==> src/rtl/uart_pkg.sv <==
// Shared register map, STATUS/CTRL bit positions and CPB limits for the UART receive controller.
package uart_pkg;

  localparam int unsigned ADDR_W = 2;
  localparam int unsigned DATA_W = 32;
  localparam int unsigned BYTE_W = 8;

  typedef enum logic [ADDR_W-1:0] {
    ADDR_DATA   = 2'd0,
    ADDR_STATUS = 2'd1,
    ADDR_CPB    = 2'd2,
    ADDR_CTRL   = 2'd3
  } reg_addr_e;

  localparam int unsigned ST_NOT_EMPTY = 0;
  localparam int unsigned ST_FULL      = 1;
  localparam int unsigned ST_OVERRUN   = 2;
  localparam int unsigned ST_BRK       = 3;
  localparam int unsigned ST_TIMEOUT   = 4;
  localparam int unsigned ST_COUNT_LSB = 8;
  localparam int unsigned ST_COUNT_W   = 8;

  localparam int unsigned CTRL_RX_EN   = 0;
  localparam int unsigned CTRL_DATA_IE = 1;
  localparam int unsigned CTRL_ERR_IE  = 2;
  localparam int unsigned CTRL_W       = 3;

  localparam logic [DATA_W-1:0] CPB_MIN = 32'd2;
  localparam logic [DATA_W-1:0] TIMEOUT_BITS = 32'd10;

  // Sticky error flags, ordered to line up with STATUS bits 4..2
  typedef struct packed {
    logic timeout;
    logic brk;
    logic overrun;
  } sticky_t;

  function automatic logic [DATA_W-1:0] clamp_cpb(input logic [DATA_W-1:0] v);
    return (v < CPB_MIN) ? CPB_MIN : v;
  endfunction

endpackage

==> src/rtl/uart_rx_ctrl_if.sv <==
// Register bus between a host master and the UART receive controller.
interface uart_rx_ctrl_if;
  import uart_pkg::*;

  logic              cs;
  logic              wen;
  logic [ADDR_W-1:0] addr;
  logic [DATA_W-1:0] wdata;
  logic [DATA_W-1:0] rdata;

  modport master (output cs, output wen, output addr, output wdata, input rdata);
  modport slave  (input cs, input wen, input addr, input wdata, output rdata);

endinterface

==> src/rtl/uart_rx_fifo.sv <==
// Byte FIFO for received data; head byte is visible on dout without a read latency.
module uart_rx_fifo #(
  parameter int unsigned DEPTH = 16
) (
  input  logic                     clk,
  input  logic                     resetn,
  input  logic                     push,
  input  logic                     pop,
  input  logic [7:0]               din,
  output logic [7:0]               dout,
  output logic                     full,
  output logic                     empty,
  output logic [$clog2(DEPTH):0]   count
);
  localparam int unsigned AW = $clog2(DEPTH);
  localparam int unsigned CW = AW + 1;

  logic [7:0]    mem_q [DEPTH];
  logic [AW-1:0] wr_ptr_q, wr_ptr_d;
  logic [AW-1:0] rd_ptr_q, rd_ptr_d;
  logic [CW-1:0] count_q, count_d;
  logic          do_push, do_pop;

  assign full  = (count_q == CW'(DEPTH));
  assign empty = (count_q == '0);

  // A push into a full FIFO is accepted only when a pop frees the slot in the same cycle
  assign do_pop  = pop & ~empty;
  assign do_push = push & (~full | do_pop);

  always_comb begin
    wr_ptr_d = wr_ptr_q;
    rd_ptr_d = rd_ptr_q;
    count_d  = count_q;
    if (do_push) wr_ptr_d = wr_ptr_q + AW'(1);
    if (do_pop)  rd_ptr_d = rd_ptr_q + AW'(1);
    case ({do_push, do_pop})
      2'b10:   count_d = count_q + CW'(1);
      2'b01:   count_d = count_q - CW'(1);
      default: count_d = count_q;
    endcase
  end

  always_ff @(posedge clk) begin
    if (!resetn) begin
      wr_ptr_q <= '0;
      rd_ptr_q <= '0;
      count_q  <= '0;
    end else begin
      wr_ptr_q <= wr_ptr_d;
      rd_ptr_q <= rd_ptr_d;
      count_q  <= count_d;
    end
  end

  always_ff @(posedge clk) begin
    if (do_push) mem_q[wr_ptr_q] <= din;
  end

  assign dout  = mem_q[rd_ptr_q];
  assign count = count_q;

endmodule

==> src/rtl/uart_rx_ctrl.sv <==
// UART receive controller: byte FIFO, STATUS/CPB/CTRL registers and level interrupt.
// Define UART_RX_TIMEOUT_EN to add the idle-timeout counter and STATUS.timeout.
module uart_rx_ctrl
  import uart_pkg::*;
#(
  parameter int unsigned DEPTH       = 16,
  parameter logic [31:0] DEFAULT_CPB = 32'd434
) (
  input  logic          clk,
  input  logic          resetn,
  uart_rx_ctrl_if.slave bus,
  input  logic          rx_valid,
  input  logic [7:0]    rx_data,
  input  logic          rx_break,
  output logic          rx_en,
  output logic [31:0]   cycles_per_bit,
  output logic          irq
);
  localparam int unsigned CW = $clog2(DEPTH) + 1;

  logic [DATA_W-1:0] rdata_q, rdata_d;
  logic [DATA_W-1:0] cpb_q, cpb_d;
  logic [CTRL_W-1:0] ctrl_q, ctrl_d;
  sticky_t           sticky_q, sticky_d, sticky_set, sticky_clr;

  logic              rd_en, wr_en, rx_take;
  logic              push, pop, push_fire, pop_fire;
  logic              fifo_full, fifo_empty;
  logic [7:0]        fifo_dout;
  logic [CW-1:0]     fifo_count;
  logic [7:0]        count_sat;
  logic [DATA_W-1:0] status_word;
  logic              tmo_set;
  reg_addr_e         addr;

  assign addr    = reg_addr_e'(bus.addr);
  assign rd_en   = bus.cs & ~bus.wen;
  assign wr_en   = bus.cs & bus.wen;
  assign rx_take = rx_valid & ctrl_q[CTRL_RX_EN];

  assign pop       = rd_en & (addr == ADDR_DATA);
  assign push      = rx_take & ~rx_break;
  assign pop_fire  = pop & ~fifo_empty;
  assign push_fire = push & (~fifo_full | pop_fire);

  uart_rx_fifo #(.DEPTH(DEPTH)) u_fifo (
    .clk    (clk),
    .resetn (resetn),
    .push   (push),
    .pop    (pop),
    .din    (rx_data),
    .dout   (fifo_dout),
    .full   (fifo_full),
    .empty  (fifo_empty),
    .count  (fifo_count)
  );

`ifdef UART_RX_TIMEOUT_EN
  logic [31:0] idle_q, idle_d, tmo_limit;

  assign tmo_limit = cpb_q * TIMEOUT_BITS;

  // Idle counter parks at the limit so timeout fires only once per idle period
  always_comb begin
    idle_d  = idle_q;
    tmo_set = 1'b0;
    if (push_fire || pop_fire || fifo_empty) begin
      idle_d = '0;
    end else if (idle_q < tmo_limit) begin
      idle_d  = idle_q + 32'd1;
      tmo_set = (idle_d == tmo_limit);
    end
  end

  always_ff @(posedge clk) begin
    if (!resetn) idle_q <= '0;
    else         idle_q <= idle_d;
  end
`else
  assign tmo_set = 1'b0;
`endif

  assign count_sat = (32'(fifo_count) > 32'd255) ? 8'hFF : 8'(fifo_count);

  always_comb begin
    status_word                             = '0;
    status_word[ST_NOT_EMPTY]               = ~fifo_empty;
    status_word[ST_FULL]                    = fifo_full;
    status_word[ST_OVERRUN]                 = sticky_q.overrun;
    status_word[ST_BRK]                     = sticky_q.brk;
    status_word[ST_TIMEOUT]                 = sticky_q.timeout;
    status_word[ST_COUNT_LSB +: ST_COUNT_W] = count_sat;
  end

  // Sticky flags: a set in the same cycle as a W1C clear wins
  always_comb begin
    sticky_set         = '0;
    sticky_set.overrun = push & fifo_full & ~pop_fire;
    sticky_set.brk     = rx_take & rx_break;
    sticky_set.timeout = tmo_set;
    sticky_clr         = '0;
    if (wr_en && (addr == ADDR_STATUS)) begin
      sticky_clr = sticky_t'(bus.wdata[ST_TIMEOUT:ST_OVERRUN]);
    end
    sticky_d = sticky_t'((sticky_q & ~sticky_clr) | sticky_set);
  end

  always_comb begin
    cpb_d  = cpb_q;
    ctrl_d = ctrl_q;
    if (wr_en) begin
      case (addr)
        ADDR_CPB:  cpb_d  = clamp_cpb(bus.wdata);
        ADDR_CTRL: ctrl_d = bus.wdata[CTRL_W-1:0];
        default:   ;
      endcase
    end
  end

  always_comb begin
    rdata_d = '0;
    if (rd_en) begin
      case (addr)
        ADDR_DATA:   rdata_d = fifo_empty ? '0 : DATA_W'(fifo_dout);
        ADDR_STATUS: rdata_d = status_word;
        ADDR_CPB:    rdata_d = cpb_q;
        ADDR_CTRL:   rdata_d = DATA_W'(ctrl_q);
        default:     rdata_d = '0;
      endcase
    end
  end

  always_ff @(posedge clk) begin
    if (!resetn) begin
      rdata_q  <= '0;
      cpb_q    <= DEFAULT_CPB;
      ctrl_q   <= '0;
      sticky_q <= '0;
    end else begin
      rdata_q  <= rdata_d;
      cpb_q    <= cpb_d;
      ctrl_q   <= ctrl_d;
      sticky_q <= sticky_d;
    end
  end

  assign bus.rdata      = rdata_q;
  assign rx_en          = ctrl_q[CTRL_RX_EN];
  assign cycles_per_bit = cpb_q;
  assign irq            = (ctrl_q[CTRL_DATA_IE] & ~fifo_empty)
                        | (ctrl_q[CTRL_ERR_IE] & (sticky_q.overrun | sticky_q.brk | sticky_q.timeout));

endmodule

==> src/flat_wrapper.sv <==
// flat-port wrapper written by rule: the top's interface ports become plain ports
module uart_rx_ctrl_flat import uart_pkg::*;
#(
  parameter int unsigned DEPTH       = 16,
  parameter logic [31:0] DEFAULT_CPB = 32'd434
)
  (clk, resetn, rx_valid, rx_data, rx_break, rx_en, cycles_per_bit, irq, bus_cs, bus_wen, bus_addr, bus_wdata, bus_rdata);
  uart_rx_ctrl_if bus_i ();
  input  logic clk;
  input  logic resetn;
  input  logic rx_valid;
  input  logic [7:0] rx_data;
  input  logic rx_break;
  output logic rx_en;
  output logic [31:0] cycles_per_bit;
  output logic irq;
  input wire logic [$bits(bus_i.cs)-1:0] bus_cs;
  input wire logic [$bits(bus_i.wen)-1:0] bus_wen;
  input wire logic [$bits(bus_i.addr)-1:0] bus_addr;
  input wire logic [$bits(bus_i.wdata)-1:0] bus_wdata;
  output wire logic [$bits(bus_i.rdata)-1:0] bus_rdata;
  assign bus_i.cs = bus_cs;
  assign bus_i.wen = bus_wen;
  assign bus_i.addr = bus_addr;
  assign bus_i.wdata = bus_wdata;
  assign bus_rdata = bus_i.rdata;
  uart_rx_ctrl #(.DEPTH(DEPTH), .DEFAULT_CPB(DEFAULT_CPB)) u_core (.clk(clk), .resetn(resetn), .bus(bus_i), .rx_valid(rx_valid), .rx_data(rx_data), .rx_break(rx_break), .rx_en(rx_en), .cycles_per_bit(cycles_per_bit), .irq(irq));
endmodule
==> config.mk <==
export PLATFORM = sky130hd
export DESIGN_NAME = uart_rx_ctrl_flat
export DESIGN_NICKNAME = d
export VERILOG_FILES = /design/src/rtl/uart_pkg.sv /design/src/rtl/uart_rx_ctrl_if.sv /design/src/rtl/uart_rx_fifo.sv /design/src/rtl/uart_rx_ctrl.sv /design/src/flat_wrapper.sv
export SDC_FILE = /design/constraint.sdc
export NUM_CORES = 1
export LEC_CHECK = 0
export CAP_MARGIN = 25
export CORE_UTILIZATION = 48
export DETAILED_ROUTE_END_ITERATION = 6
export PLACE_DENSITY = 0.74
export SYNTH_ARGS = -nofsm -noshare
export SYNTH_HDL_FRONTEND = slang
export SYNTH_SLANG_ARGS = --single-unit
export TNS_END_PERCENT = 100
==> constraint.sdc <==
create_clock -name clk -period 2.4 [get_ports clk]
set_input_delay 0.48 -clock clk [delete_from_list [all_inputs] [get_ports clk]]
set_output_delay 0.48 -clock clk [all_outputs]
set_load 0.02 [all_outputs]
==> flow_metrics.env, run 1 <==
export IMPL_clock_path_buffers=3
export IMPL_endpoint_kind="flop"
export IMPL_r2r_start="u_core.u_fifo.count[2]$_SDFFE_PN0P_"
export IMPL_max_slew_margin_rel_pct=54.58
export IMPL_cts_tree="done"
export IMPL_finClkSkew_ps=28.78
export IMPL_drc=0
export IMPL_fillers=1240
export IMPL_htreeDepth=1
export IMPL_fin_nets=780
export IMPL_clock_sinks=215
export IMPL_finalCritPeriodShare_pct=92.96
export IMPL_dpl_cell_area_mm2=0.009983
export IMPL_yosys_register_bits=215
export IMPL_cp_startpoint="bus_wen"
export IMPL_p_total_mw=7.691
export IMPL_core_area_mm2=0.01682
export IMPL_clkTransAtPathRegs_ps=60
export IMPL_regArea_mm2=0.005588
export IMPL_ys_types=48
export IMPL_routed_wl_mm=19.40
export IMPL_yosysSeqAreaShare_pct=66.59
export IMPL_p_per_area_mw_per_mm2=717.1
export IMPL_synth_warnings=0
export IMPL_post_cts_resized=3
export IMPL_r2r_setup_slack_ps=360
export IMPL_peakVddDrop_mv=0.7042
export IMPL_io_buffers=113
export IMPL_place_ws_ps=-298.2
export IMPL_hold_depth=2
export IMPL_maxSlewViolCount=0
export IMPL_setup_viol=0
export IMPL_io_pins=114
export IMPL_antenna_left=0
export IMPL_antennaDiodeCount=0
export IMPL_synthCells=582
export IMPL_grt_pass1_vias=5458
export IMPL_final_common_cell="edfxtp_1"
export IMPL_area_delta_synth_final_pct=27.86
export IMPL_synth_edf_count=128
export IMPL_grt_usage_pct=22.03
export IMPL_postCtsHoldBufs=0
export IMPL_layout_common_cells="edfxtp_1 (128), clkdlybuf4s50_1 (112), dfxtp_1 (85)"
export IMPL_min_path_type="reg2reg"
export IMPL_fin_ws_ps=168.9
export IMPL_hold_end="u_core.status_word[4]$_SDFF_PN0_"
export IMPL_hpwl_mm=13.30
export IMPL_die_h_um=134.2
export IMPL_routed_via_count=5398
export IMPL_final_hold_viol_count=0
export IMPL_grt_start_max_net_pins=38
export IMPL_cp_start_kind="input port"
export IMPL_synth_area_mm2=0.008388
export IMPL_reg2reg_depth=6
export IMPL_chipWidth_um=134.2
export IMPL_overflow=0
export IMPL_grt_busiest_layer="met2"
export IMPL_design_area_mm2=0.01073
export IMPL_synth_nets=636
export IMPL_met1_usage_pct=28.97
export IMPL_firstDrtPassIters=5
export IMPL_postLayoutCoreUtil_pct=63.77
export IMPL_leakage_nw=3.670
export IMPL_worstReg2RegEnd="u_core.u_fifo.mem_q[0][7]$_DFFE_PP_"
export IMPL_crit_arrival_ps=2660
export IMPL_use_met2_pct=37.48
export IMPL_cp_required_ps=2830
export IMPL_root_buffer="clkbuf_16"
export IMPL_rows=47
export IMPL_viasPerCell=5.611
export IMPL_grt_antenna_before_repair=0
export IMPL_worst_pin_slew_ps=679.2
export IMPL_rsz0062_at_grt="false"
export IMPL_start_util_pct=49.87
export IMPL_fin_setup_tns_ps=0
export IMPL_multi_input_area_mm2=0.002629
export IMPL_avgSynthCellArea_um2=14.41
export IMPL_met3_usage_pct=4.308
export IMPL_synth_flop_cell="edfxtp_1"
export IMPL_worstSkewPairLatency_ps=520
export IMPL_fmax_mhz=448.2
export IMPL_drive_gt1_share_pct=16.17
export IMPL_gp_congestion=0.9092
export IMPL_synthArstFlopShare_pct=0
export IMPL_grt_pass1_wl_mm=30.38
export IMPL_die_area_mm2=0.01801
export IMPL_path_max_fanout=4
export IMPL_outcome="complete, no violations"
export IMPL_post_cts_buffers=0
export IMPL_min_delay_start="u_core.status_word[4]$_SDFF_PN0_"
export IMPL_cts_buffers=22
export IMPL_max_cap_violations=0
export IMPL_worstSetupPathType="in2reg"
export IMPL_period_needed_ps=2231
export IMPL_drt_initial_drc_count=459
export IMPL_wl_per_cell_um=20.16
-- cells by family after synthesis --
| family | after synthesis | share of synthesized area [%] |
|---|---|---|
| DFF | 215 | 66.59 |
| and+or+nand+nor | 176 | 10.46 |
| AOI/OAI and AO/OA | 77 | 7.205 |
| muxes | 62 | 12.20 |
| buffers and inverters | 41 | 2.133 |
| adders and majority gates | 6 | 0.8950 |
| xor gates and xnor gates | 5 | 0.5221 |
-- synth_stat cells (all sizes together) (7+ instances only) --
library cell,count,share of area [%]
nor3,8,0.48
nor2,21,0.94
dfxtp,87,21
a21boi,28,2.5
o21ai,12,0.76
mux2i,28,3.3
edfxtp,128,46
mux4,32,8.6
nand2,77,3.4
and3,21,1.6
clkbuf,25,1.1
a22oi,8,0.72
buf,13,0.88
nor2b,8,0.60
nor4,9,0.67
nand4,7,0.52
-- worst max-delay path by stage --
stage                                     endpoint  slack (ps)  depth (start not counted)
2_1_floorplan  u_core.u_fifo.mem_q[1][0]$_DFFE_PP_        -140                          5
6_report       u_core.u_fifo.count[4]$_SDFFE_PN0P_         170                          8
3_5_place_dp   u_core.u_fifo.count[4]$_SDFFE_PN0P_        -300                          8
3_3_place_gp   u_core.u_fifo.count[4]$_SDFFE_PN0P_        -260                          8
5_1_grt                                        irq          80                          4
4_1_cts                                        irq           8                          4
-- sequential cells by signal, summed over array words and instances, names as in the netlist, named ones only --
register and cells:
u_core.bus.rdata 32, u_core.ctrl_q 3, u_core.cycles_per_bit 32, u_core.status_word 3
u_core.u_fifo.count 5, u_core.u_fifo.mem_q 128, u_core.u_fifo.rd_ptr_q 4, u_core.u_fifo.wr_ptr_q 4
-- power breakdown --
part	internal (mW)	switching, mW	total [mW]
Sequential	3.92	0.0133	3.93
Clock	2.10	1.36	3.46
Combinational	0.139	0.160	0.300
Total	6.16	1.53	7.69
-- per-layer routing --
metal / wire length (µm) / up-vias
met5: 0 / -
met4: 422 / 0
li1: - / 2483
met3: 1505 / 32
met1: 8147 / 2638
met2: 9320 / 245
-- worst max-delay path, stage by stage --
cell	delay, ps
clkdlybuf4s50_1	450
or4b_4	590
a211oi_4	270
xor2_1	100
ha_1	230
nor4_1	180
o2bb2ai_1	170
mux2i_1	190
-- cell type report --
cell class / count / share of cell area, %
flip-flops and latches: 215 / 52.10
multi-input cells: 326 / 24.51
repair buffers: 158 / 13.77
clock buffers: 33 / 5.705
well taps: 220 / 2.566
clock inverters: 7 / 1.248
inverters: 3 / 0.1050
-- per-stage QoR --
step / hold WS, ps / std cells
floorplan: 428.6 / 582
global placement: 451.5 / 922
detailed placement: 450.2 / 922
CTS: 462.4 / 962
global route: 503.9 / 962
finish: 469.4 / 962
Power figures use the tool's default switching activity.
==> inputs of run 2 (changes only) <==
--- a/config.mk
+++ b/config.mk
@@ -8,7 +8,7 @@
 export CAP_MARGIN = 25
 export CORE_UTILIZATION = 48
 export DETAILED_ROUTE_END_ITERATION = 6
-export PLACE_DENSITY = 0.74
+export PLACE_DENSITY = 0.84
 export SYNTH_ARGS = -nofsm -noshare
 export SYNTH_HDL_FRONTEND = slang
 export SYNTH_SLANG_ARGS = --single-unit
==> flow_metrics.env, run 2 (same netlist as run 1, synthesis figures left out) <==
export IMPL_regArea_mm2=0.005587
export IMPL_setup_viol=0
export IMPL_period_needed_ps=2268
export IMPL_overflow=0
export IMPL_wl_per_cell_um=20.51
export IMPL_worst_pin_slew_ps=706.8
export IMPL_place_ws_ps=-353.9
export IMPL_drt_initial_drc_count=453
export IMPL_worst_path_max_delay_cell="or4b_4"
export IMPL_finalCritPeriodShare_pct=94.50
export IMPL_cp_required_ps=2810
export IMPL_fin_nets=784
export IMPL_start_util_pct=49.87
export IMPL_endpoint_kind="flop"
export IMPL_worstSetupPathType="in2reg"
export IMPL_htreeDepth=1
export IMPL_cts_buffers=21
export IMPL_clock_sinks=215
export IMPL_worstPathCellList="clkdlybuf4s50_1 > or4b_4 > a211oi_4 > xor2_1 > ha_1 > nor4_1 > o2bb2ai_1 > mux2i_1"
export IMPL_chipWidth_um=134.2
export IMPL_cts_tree="done"
export IMPL_firstDrtPassIters=5
export IMPL_postCtsHoldBufs=0
export IMPL_root_buffer="clkbuf_16"
export IMPL_fmax_mhz=440.9
export IMPL_final_hold_viol_count=0
export IMPL_io_pins=114
export IMPL_cp_start_kind="input port"
export IMPL_die_h_um=134.2
export IMPL_p_per_area_mw_per_mm2=714.8
export IMPL_die_area_mm2=0.01801
export IMPL_fillers=1160
export IMPL_largest_reg_flops=128
export IMPL_rows=47
export IMPL_grt_start_max_net_pins=51
export IMPL_cp_top_family="simple AND/OR/NAND/NOR gates"
export IMPL_routed_via_count=5488
export IMPL_viasPerCell=5.693
export IMPL_routed_wl_mm=19.77
export IMPL_peakVddDrop_mv=0.6600
export IMPL_grt_antenna_before_repair=0
export IMPL_rsz0062_at_grt="false"
export IMPL_drive_gt1_share_pct=16.67
export IMPL_layout_common_cells="edfxtp_1 (128), clkdlybuf4s50_1 (112), dfxtp_1 (86)"
export IMPL_design_area_mm2=0.01076
export IMPL_maxSlewViolCount=0
export IMPL_core_area_mm2=0.01682
export IMPL_drc=0
export IMPL_postLayoutCoreUtil_pct=64.00
export IMPL_dpl_cell_area_mm2=0.01003
export IMPL_min_path_type="reg2reg"
export IMPL_path_max_fanout=4
export IMPL_clock_path_buffers=3
export IMPL_critPathBufInv=1
export IMPL_fin_ws_ps=132.0
export IMPL_max_slew_margin_rel_pct=52.73
export IMPL_finClkSkew_ps=9.714
export IMPL_top_register="u_core.u_fifo.mem_q"
export IMPL_io_buffers=113
export IMPL_grt_pass1_vias=5515
export IMPL_area_delta_synth_final_pct=28.33
export IMPL_fin_setup_tns_ps=0
export IMPL_grt_pass1_wl_mm=31.01
export IMPL_crit_arrival_ps=2680
export IMPL_gp_congestion=0.9063
export IMPL_antennaDiodeCount=0
export IMPL_antenna_left=0
export IMPL_worstSkewPairLatency_ps=490
export IMPL_critical_path_max_stage_delay_ps=590
export IMPL_outcome="complete, no violations"
export IMPL_max_cap_violations=0
export IMPL_final_common_cell="edfxtp_1"
export IMPL_multi_input_area_mm2=0.002629
export IMPL_leakage_nw=3.691
export IMPL_hpwl_mm=13.75
export IMPL_post_cts_buffers=0
export IMPL_clkTransAtPathRegs_ps=60
export IMPL_grt_usage_pct=22.35
[run 2: worst register-to-register path, cell delays in order, from the launching register on]
cell     delay [ps]
dfxtp_1         310
or4_4           540
buf_4           190
o31a_1          250
buf_4           170
nand2_1         140
nor3_1           70
buf_4           200
[run 2: through the flow]
step                cells  power (mW)  hold slack, ps
detailed placement    927       4.314           456.9
global route          964       7.908           492.8
CTS                   964       7.728           466.5
global placement      927       4.304           449.2
floorplan             582       4.112           428.6
finish                964       7.695           469.6
[run 2: worst paths after layout]
| kind | from | end | slack [ps] | depth (start not counted) |
|---|---|---|---|---|
| min reg2reg | u_core.status_word[4]$_SDFF_PN0_ | u_core.status_word[4]$_SDFF_PN0_ | 470 | 2 |
| max reg2reg | u_core.u_fifo.count[0]$_SDFFE_PN0P_ | u_core.u_fifo.mem_q[1][3]$_DFFE_PP_ | 300 | 7 |
| min | u_core.status_word[4]$_SDFF_PN0_ | u_core.status_word[4]$_SDFF_PN0_ | 470 | 2 |
| max | bus_wen | u_core.u_fifo.count[4]$_SDFFE_PN0P_ | 130 | 8 |
[run 2: power by group]
| group | total (mW) | switching, mW | internal [mW] |
|---|---|---|---|
| clock network | 3.46 | 1.32 | 2.13 |
| logic | 0.305 | 0.163 | 0.142 |
| registers | 3.93 | 0.0145 | 3.92 |
| total | 7.69 | 1.50 | 6.19 |
[run 2: area by class of cell]
| cell class | instances | area share (%) |
|---|---|---|
| Sequential cell | 215 | 51.90 |
| Multi-Input combinational cell | 326 | 24.42 |
| Timing Repair Buffer | 163 | 14.18 |
| Clock buffer | 31 | 5.812 |
| Tap cell | 220 | 2.557 |
| Clock inverter | 6 | 1.023 |
| Inverter | 3 | 0.1046 |
[run 2: what timing repair did]
item	in CTS	in global routing
gates resized for setup	1	2
endpoints found under the setup margin	1	1
gates cloned	0	0
[run 2: layer usage]
layer	vias up	routed length, µm	GRT usage [%]	share of wire, %
met2	239	9602	37.82	49
met5	-	0	0	0
met4	0	521	6.991	2.6
met1	2719	8297	29.55	42
li1	2487	-	-	-
met3	43	1345	3.741	6.8
==> inputs of run 3 (changes only) <==
--- a/config.mk
+++ b/config.mk
@@ -7,8 +7,10 @@
 export LEC_CHECK = 0
 export CAP_MARGIN = 25
 export CORE_UTILIZATION = 48
+export CTS_BUF_LIST = sky130_fd_sc_hd__clkbuf_8
 export DETAILED_ROUTE_END_ITERATION = 6
 export PLACE_DENSITY = 0.84
+export SETUP_SLACK_MARGIN = 0.05
 export SYNTH_ARGS = -nofsm -noshare
 export SYNTH_HDL_FRONTEND = slang
 export SYNTH_SLANG_ARGS = --single-unit
==> flow_metrics.env, run 3 (same netlist as run 1, synthesis figures left out) <==
export IMPL_switchingPower_mw=1.542
export IMPL_setup_viol=0
export IMPL_p_int_mw=5.626
export IMPL_crit_arrival_ps=1760
export IMPL_cts_buffers=34
export IMPL_endpoint_kind="output port"
export IMPL_pwr_share_clk_pct=40.9
export IMPL_final_hold_viol_count=0
export IMPL_p_total_mw=7.167
export IMPL_viasPerCell=5.667
export IMPL_multi_input_area_mm2=0.002629
export IMPL_fillers=1178
export IMPL_top_register="u_core.u_fifo.mem_q"
export IMPL_hold_end="u_core.cycles_per_bit[27]$_SDFFE_PN0P_"
export IMPL_die_area_mm2=0.01801
export IMPL_regArea_mm2=0.005588
export IMPL_worstSkewPairLatency_ps=520
export IMPL_drt_initial_drc_count=458
export IMPL_r2r_setup_slack_ps=330
export IMPL_switching_share_pct=21.51
export IMPL_cp_startpoint="u_core.u_fifo.count[2]$_SDFFE_PN0P_"
export IMPL_area_delta_synth_final_pct=26.74
export IMPL_clock_sinks=215
export IMPL_core_area_mm2=0.01682
export IMPL_worstSetupPathType="reg2out"
export IMPL_routed_wl_mm=19.95
export IMPL_layout_common_cells="edfxtp_1 (128), clkdlybuf4s50_1 (112), dfxtp_1 (85)"
export IMPL_period_needed_ps=2244
export IMPL_cp_start_kind="flop"
export IMPL_largest_reg_flops=128
export IMPL_wl_per_cell_um=20.34
export IMPL_rsz0062_at_grt="false"
export IMPL_cts_tree="done"
export IMPL_grt_start_max_net_pins=56
export IMPL_io_pins=114
export IMPL_drc=0
export IMPL_postCtsHoldBufs=0
export IMPL_chipWidth_um=134.2
export IMPL_fin_nets=791
export IMPL_max_slew_margin_rel_pct=47.53
export IMPL_path_max_fanout=8
export IMPL_min_path_type="reg2reg"
export IMPL_worst_hold_slack_ps=482.3
export IMPL_root_buffer="clkbuf_8"
export IMPL_layoutNonFillerInstCount=981
export IMPL_htreeDepth=2
export IMPL_min_delay_start="u_core.cycles_per_bit[27]$_SDFFE_PN0P_"
export IMPL_finalCritPeriodShare_pct=93.49
export IMPL_hpwl_mm=13.63
export IMPL_max_cap_violations=0
export IMPL_worstReg2RegEnd="u_core.u_fifo.mem_q[12][3]$_DFFE_PP_"
export IMPL_grt_usage_pct=22.76
export IMPL_place_inst=921
export IMPL_final_common_cell="edfxtp_1"
export IMPL_fmax_mhz=445.7
export IMPL_antennaDiodeCount=0
export IMPL_worst_pin_slew_ps=784.6
export IMPL_outcome="complete, no violations"
export IMPL_combinationalPowerShare_pct=4.2
export IMPL_peakVddDrop_mv=0.5054
export IMPL_rows=47
export IMPL_leakage_nw=3.684
export IMPL_maxSlewViolCount=0
export IMPL_grt_pass1_vias=5682
export IMPL_routed_via_count=5559
export IMPL_reg2reg_depth=6
export IMPL_seq_power_share_pct=54.9
export IMPL_cp_required_ps=1920
export IMPL_die_h_um=134.2
export IMPL_p_per_area_mw_per_mm2=674.2
export IMPL_finClkSkew_ps=20.55
export IMPL_start_util_pct=49.87
export IMPL_drive_gt1_share_pct=17.48
export IMPL_grt_antenna_before_repair=0
export IMPL_gp_congestion=0.9278
export IMPL_r2r_start="u_core.u_fifo.count[2]$_SDFFE_PN0P_"
export IMPL_overflow=0
export IMPL_hold_depth=2
export IMPL_clkTransAtPathRegs_ps=60
export IMPL_clock_path_buffers=3
export IMPL_io_buffers=113
export IMPL_antenna_left=0
export IMPL_grt_pass1_wl_mm=31.04
export IMPL_firstDrtPassIters=5
export IMPL_postLayoutCoreUtil_pct=63.21
[run 3: cell types whose count changed in the layout (fill, tap and decap cells not counted), sizes merged]
cell | before | now
clkinv | 1 | 4
clkbuf | 32 | 38
inv | 4 | 18
bufinv | 3 | 1
clkinvlp | 1 | 2
buf | 50 | 45
[run 3: metal layers]
layer | track usage, % | part of all wire (%) | up-vias
li1 | - | - | 2508
met1 | 28.38 | 40 | 2714
met2 | 37.77 | 48 | 288
met3 | 5.556 | 9.1 | 49
met4 | 10.05 | 3.2 | 0
met5 | 0 | 0 | -
[run 3: through the flow]
stage / worst slack (ps) / cell area, µm² / setup TNS (ps)
floorplan: -96.70 / 8396 / -1547
global placement: -218.2 / 9988 / -6348
detailed placement: -257.3 / 9988 / -10040
CTS: 144.6 / 10630 / 0
global route: 66.59 / 10630 / 0
finish: 156.2 / 10630 / 0
[run 3: worst max path at each step]
stage	slack (ps)	depth (start not counted)	end
after global placement	-220	8	u_core.u_fifo.count[4]$_SDFFE_PN0P_
after CTS	140	4	irq
final	160	4	irq
after global routing	70	4	irq
after detailed placement	-260	8	u_core.u_fifo.count[2]$_SDFFE_PN0P_
after floorplan	-100	5	u_core.u_fifo.mem_q[1][0]$_DFFE_PP_
[run 3: final cells by class]
type	count	area share, %
Multi-Input combinational cell	326	24.73
Sequential cell	215	52.56
Timing Repair Buffer	157	13.93
Clock buffer	38	4.919
Clock inverter	22	1.165
Inverter	3	0.1059
Tap cell	220	2.589
[run 3: power by group through the flow]
stage	clock network [mW]	registers, mW	logic [mW]
2_1_floorplan	0	4.03	0.0849
3_3_place_gp	0	4.01	0.288
3_5_place_dp	0	4.01	0.299
4_1_cts	2.98	3.93	0.303
5_1_grt	3.13	3.93	0.322
6_report	2.93	3.94	0.302
[run 3: worst max-delay path: stages, from the launching register on]
cell and delay, ps:
dfxtp_2 360, or4_4 510, o21ai_1 140, nand2_1 80
buf_2 160
[run 3: repair_timing]
item,CTS,global route
setup buffers,0,0
resized for setup,6,0
endpoints found under the setup margin,1,0
